[src/rtl/multi_timer_core.sv]
// Multi-channel timer/counter core with a shared prescaler.
// Sticky write-1-to-clear event flags are combined into one IRQ.
module multi_timer_core #(
  parameter int CHANNELS   = 4,
  parameter int WIDTH      = 32,
  parameter int PRESCALE_W = 8,
  localparam int SELW = (CHANNELS > 1) ? $clog2(CHANNELS) : 1
) (
  input  logic                      clk,
  input  logic                      reset,
  input  logic [SELW-1:0]           sel,
  input  logic                      countWe,
  input  logic [WIDTH-1:0]          countIn,
  input  logic                      reloadWe,
  input  logic [WIDTH-1:0]          reloadIn,
  input  logic                      configWe,
  input  logic [3:0]                configIn,
  input  logic                      prescaleWe,
  input  logic [PRESCALE_W-1:0]     prescaleIn,
  input  logic                      statusClrWe,
  input  logic [CHANNELS-1:0]       statusClrIn,
  output logic [CHANNELS*WIDTH-1:0] countOut,
  output logic [CHANNELS*WIDTH-1:0] reloadOut,
  output logic [CHANNELS*4-1:0]     configOut,
  output logic [PRESCALE_W-1:0]     prescaleOut,
  output logic [CHANNELS-1:0]       statusOut,
  output logic                      irq
);

  logic [WIDTH-1:0]      cnt [CHANNELS];
  logic [WIDTH-1:0]      rld [CHANNELS];
  logic [3:0]            cfg [CHANNELS];
  logic [CHANNELS-1:0]   status;
  logic [PRESCALE_W-1:0] prescale;
  logic [PRESCALE_W-1:0] psCnt;

  logic                tick;
  logic [CHANNELS-1:0] selHot;
  logic [CHANNELS-1:0] step;
  logic [CHANNELS-1:0] atEnd;
  logic [CHANNELS-1:0] evt;
  logic [CHANNELS-1:0] ire;

  // A prescale write restarts the period, so it suppresses the tick.
  assign tick = !prescaleWe && (psCnt == prescale);

  always_comb begin
    selHot = '0;
    step   = '0;
    atEnd  = '0;
    evt    = '0;
    ire    = '0;
    for (int i = 0; i < CHANNELS; i++) begin
      selHot[i] = (32'(sel) == i);
      step[i]   = tick && cfg[i][0];
      atEnd[i]  = cfg[i][1] ? (cnt[i] == rld[i])
                            : (cnt[i] == '0);
      evt[i]    = step[i] && atEnd[i]
                  && !(countWe && selHot[i]);
      ire[i]    = cfg[i][3];
    end
  end

  always_ff @(posedge clk) begin
    if (reset) begin
      prescale <= '0;
      psCnt    <= '0;
      status   <= '0;
      for (int i = 0; i < CHANNELS; i++) begin
        cnt[i] <= '0;
        rld[i] <= '0;
        cfg[i] <= '0;
      end
    end else begin
      if (prescaleWe) begin
        prescale <= prescaleIn;
        psCnt    <= '0;
      end else if (tick) begin
        psCnt <= '0;
      end else begin
        psCnt <= psCnt + PRESCALE_W'(1);
      end
      for (int i = 0; i < CHANNELS; i++) begin
        if (countWe && selHot[i]) begin
          cnt[i] <= countIn;
        end else if (step[i]) begin
          if (cfg[i][1])
            cnt[i] <= atEnd[i] ? '0 : cnt[i] + WIDTH'(1);
          else
            cnt[i] <= atEnd[i] ? rld[i] : cnt[i] - WIDTH'(1);
        end
        if (reloadWe && selHot[i])
          rld[i] <= reloadIn;
        if (configWe && selHot[i])
          cfg[i] <= configIn;
        else if (evt[i] && cfg[i][2])
          cfg[i][0] <= 1'b0;
        if (evt[i])
          status[i] <= 1'b1;
        else if (statusClrWe && statusClrIn[i])
          status[i] <= 1'b0;
      end
    end
  end

  always_comb begin
    countOut  = '0;
    reloadOut = '0;
    configOut = '0;
    for (int i = 0; i < CHANNELS; i++) begin
      countOut[i*WIDTH +: WIDTH]  = cnt[i];
      reloadOut[i*WIDTH +: WIDTH] = rld[i];
      configOut[i*4 +: 4]         = cfg[i];
    end
  end

  assign prescaleOut = prescale;
  assign statusOut   = status;
  assign irq         = |(status & ire);

endmodule

[config.mk]
export PLATFORM = sky130hd
export DESIGN_NAME = multi_timer_core
export DESIGN_NICKNAME = d
export VERILOG_FILES = /design/src/rtl/multi_timer_core.sv
export SDC_FILE = /design/constraint.sdc
export NUM_CORES = 1
export LEC_CHECK = 0
export CORE_UTILIZATION = 40
export CTS_CLUSTER_SIZE = 20
export DETAILED_ROUTE_END_ITERATION = 7
export MAX_ROUTING_LAYER = met4
export SLEW_MARGIN = 20
export SYNTH_ARGS = -nofsm -noshare
export SYNTH_HDL_FRONTEND = slang
export SYNTH_SLANG_ARGS = --single-unit
[constraint.sdc]
create_clock -name clk -period 8.2 [get_ports clk]
set_clock_uncertainty 0.05 [all_clocks]
set_input_delay 1.64 -clock clk [delete_from_list [all_inputs] [get_ports clk]]
set_output_delay 1.64 -clock clk [all_outputs]
set_load 0.05 [all_outputs]
==> results.yml <==
placement:
  place_congestion: 0.9730
  place_hpwl_um: 64840
  placed_cells: 3053
  port_buffers: 373
critical_path:
  cp-end-kind: "register"
  crit_family: "simple AND/OR/NAND/NOR gates"
  crit_type: "input pin to register"
  cp.required_ns: 8.52
  slowest_stage: "nor2_1"
  path_cells: "clkdlybuf4s50_1, or2_1, nor3_1, buf_4, nand4_1, nor2_1, a21oi_1, a211oi_1"
  cp-start-kind: "input pin"
  worstPathArrival_ns: 5.74
  slowest_delay_ns: 1.18
  path_max_fanout: 13
  worst-path-buf-inv: 2
layout:
  area.growth.synth_to_final_pct: 25.87
  final_cell_mix: "373 x clkdlybuf4s50_1, 272 x edfxtp_1, 210 x xor2_1"
  instances_no_fill: 3130
  drive_gt1_share_pct: 6.839
  final_common_cell: "clkdlybuf4s50_1"
  final_nets: 2513
sta:
  finalCriticalPeriod_ns: 5.414
  finalSetupViolations: 0
  tns_ns: 0
  hold_violations: 0
  slew-limit-headroom_pct: 18.89
  max_freq_mhz: 184.7
  min_period_over_period_pct: 66.02
  rsz0062_at_grt: "no"
  max_slew.worst_pin.slew_ns: 1.213
  slew_violations: 0
power_and_ir_drop:
  switching_share_pct: 35.16
  leakage_nw: 9.319
  p_seq_share_pct: 41.5
  combinationalPowerShare_pct: 23.4
  p_clk_share_pct: 35.2
  peakVddDrop_uv: 112.5
  p_switching_w: 0.001689
  power_density_nw_per_um2: 184.1
  p_total_w: 0.004806
  p_int_w: 0.003116
synthesis:
  netlist_area_sq_um: 20740
  ys_ff_latch: 292
  synthCells: 2161
  yosysTopAreaCellShare_pct: 39.38
  synth_edf_count: 272
  synth-seq-area-share_pct: 41.31
  synth_area_per_cell_sq_um: 9.597
  yosysUniqueCellTypes: 82
  synthTopCellsByArea: "edfxtp_1 39%, xor2_1 8.9%, xnor2_1 6.4%, and2_1 4.4%, mux2i_1 3.9%"
  synth_warnings: 0
  syn_nets: 2259
  yosysTopAreaCell: "edfxtp_1"
  ys.flop_type: "edfxtp_1"
  synth-async-reset-ratio_pct: 0
grt:
  grt_max_degree: 34
  overflow: 0
  grt_pass1_wl_um: 129300
  grt_pass1_vias: 17960
  grt_use_total_pct: 34.82
  antenna_found_initial: 12
routing:
  wl_um: 91530
  remaining_drc_errors: 0
  via_per_inst: 6.101
  drt_pre_antenna_iters: 7
  ant_nets: 0
  drt_iter0_drc: 2319
  routedWlPerCell_um: 29.24
  vias: 19095
status:
  outcome: "complete, no violations"
cts:
  cts_setup_buffers: 0
  cts.clk_slew.worst_paths_ns: 0.06
  cts-resized-gates: 0
  cts_sinks: 292
  cts_made_buffers: 37
  clock_latency_ns: 0.58
  cts_buffer_depth: 3
  cts_tree: "done"
  cts.htree.levels: 2
  clockRootBuffer: "clkbuf_16"
  holdBufCountCts: 0
die:
  pin_count: 374
  start_util_pct: 40.43
  die_area_sq_um: 52760
  coreArea_sq_um: 51300
  fp.dieW_um: 229.7
  fp-row-count: 83
  die_h_um: 229.7
run:
  drv_cap: 0
hold_path:
  min_path_type: "register to register"
==> synthesized netlist by cell type (18+ instances only) <==
cell type and instances:
a211oi_1 43, a21oi_1 59, a22oi_1 32, a2bb2oi_1 18
and2_1 146, and3_1 32, buf_2 20, clkbuf_1 148
dfxtp_1 20, edfxtp_1 272, inv_1 28, mux2i_1 81
nand2_1 187, nand3_1 90, nand4_1 49, nor2_1 113
nor3_1 70, nor4_1 68, o211ai_1 19, o211ai_2 19
o21ai_0 37, or3_1 18, xnor2_1 151, xor2_1 210
==> path summary, 6_finish.rpt <==
kind / from / endpoint / slack [ns] / cells past startpoint
hold / removal: psCnt[0]$_SDFF_PP0_ / psCnt[0]$_SDFF_PP0_ / 0.47 / 1
setup reg to reg: cnt[1][0]$_SDFFCE_PN0P_ / cnt[1][3]$_SDFFCE_PN0P_ / 4.06 / 10
hold reg to reg: psCnt[0]$_SDFF_PP0_ / psCnt[0]$_SDFF_PP0_ / 0.47 / 1
setup / recovery: prescaleWe / cnt[1][13]$_SDFFCE_PN0P_ / 2.79 / 8
==> power groups by stage <==
stage / combinational, W / clock (W) / sequential (W)
6_report: 0.00112 / 0.00169 / 0.00199
5_1_grt: 0.00117 / 0.00174 / 0.00200
4_1_cts: 0.00111 / 0.00170 / 0.00198
3_5_place_dp: 0.00111 / 0 / 0.00201
3_3_place_gp: 0.00110 / 0 / 0.00201
2_1_floorplan: 0.000416 / 0 / 0.00222
==> cell type report <==
cell class,instances,area [sq um]
diodes,8,20.02
clock buffers,50,1079
clock inverters,16,130.1
fillers,4749,25200
inverters,29,108.9
multi-input cells,1645,11290
flip-flops and latches,292,8568
well taps,680,850.8
repair buffers,410,4059
==> flip-flops by register name (all words and copies together), names as in the netlist <==
name	flops
cnt	128
statusOut	4
cfg	16
psCnt	8
rld	128
prescaleOut	8
==> layer usage <==
layer / GRT usage, % / vias up / part of all wire, %
li1: - / 8340 / -
met1: 45.55 / 9476 / 41
met2: 51.96 / 1058 / 45
met3: 4.551 / 221 / 8.2
met4: 19.68 / 0 / 6.2
met5: - / - / 0
==> cells by family after synthesis <==
kind of cell,synth area share [%]
and+or+nand+nor,22.29
DFF,41.31
buffers and inverters,4.669
adders and majority gates,0.5430
AOI/OAI and AO/OA,12.03
xor gates and xnor gates,15.24
muxes,3.909
==> per-stage QoR <==
stage | hold WS (ns) | util [%] | setup WS, ns | area, sq um
3_5_place_dp | 0.4572 | 48.34 | 2.327 | 24800
6_report | 0.4748 | 50.89 | 2.786 | 26110
4_1_cts | 0.4713 | 50.70 | 2.914 | 26010
5_1_grt | 0.4993 | 50.86 | 2.642 | 26090
2_1_floorplan | 0.4103 | - | 3.391 | 20740
3_3_place_gp | 0.4432 | 48.34 | 2.437 | 24800
No activity file was read; power rests on OpenSTA's default activity.
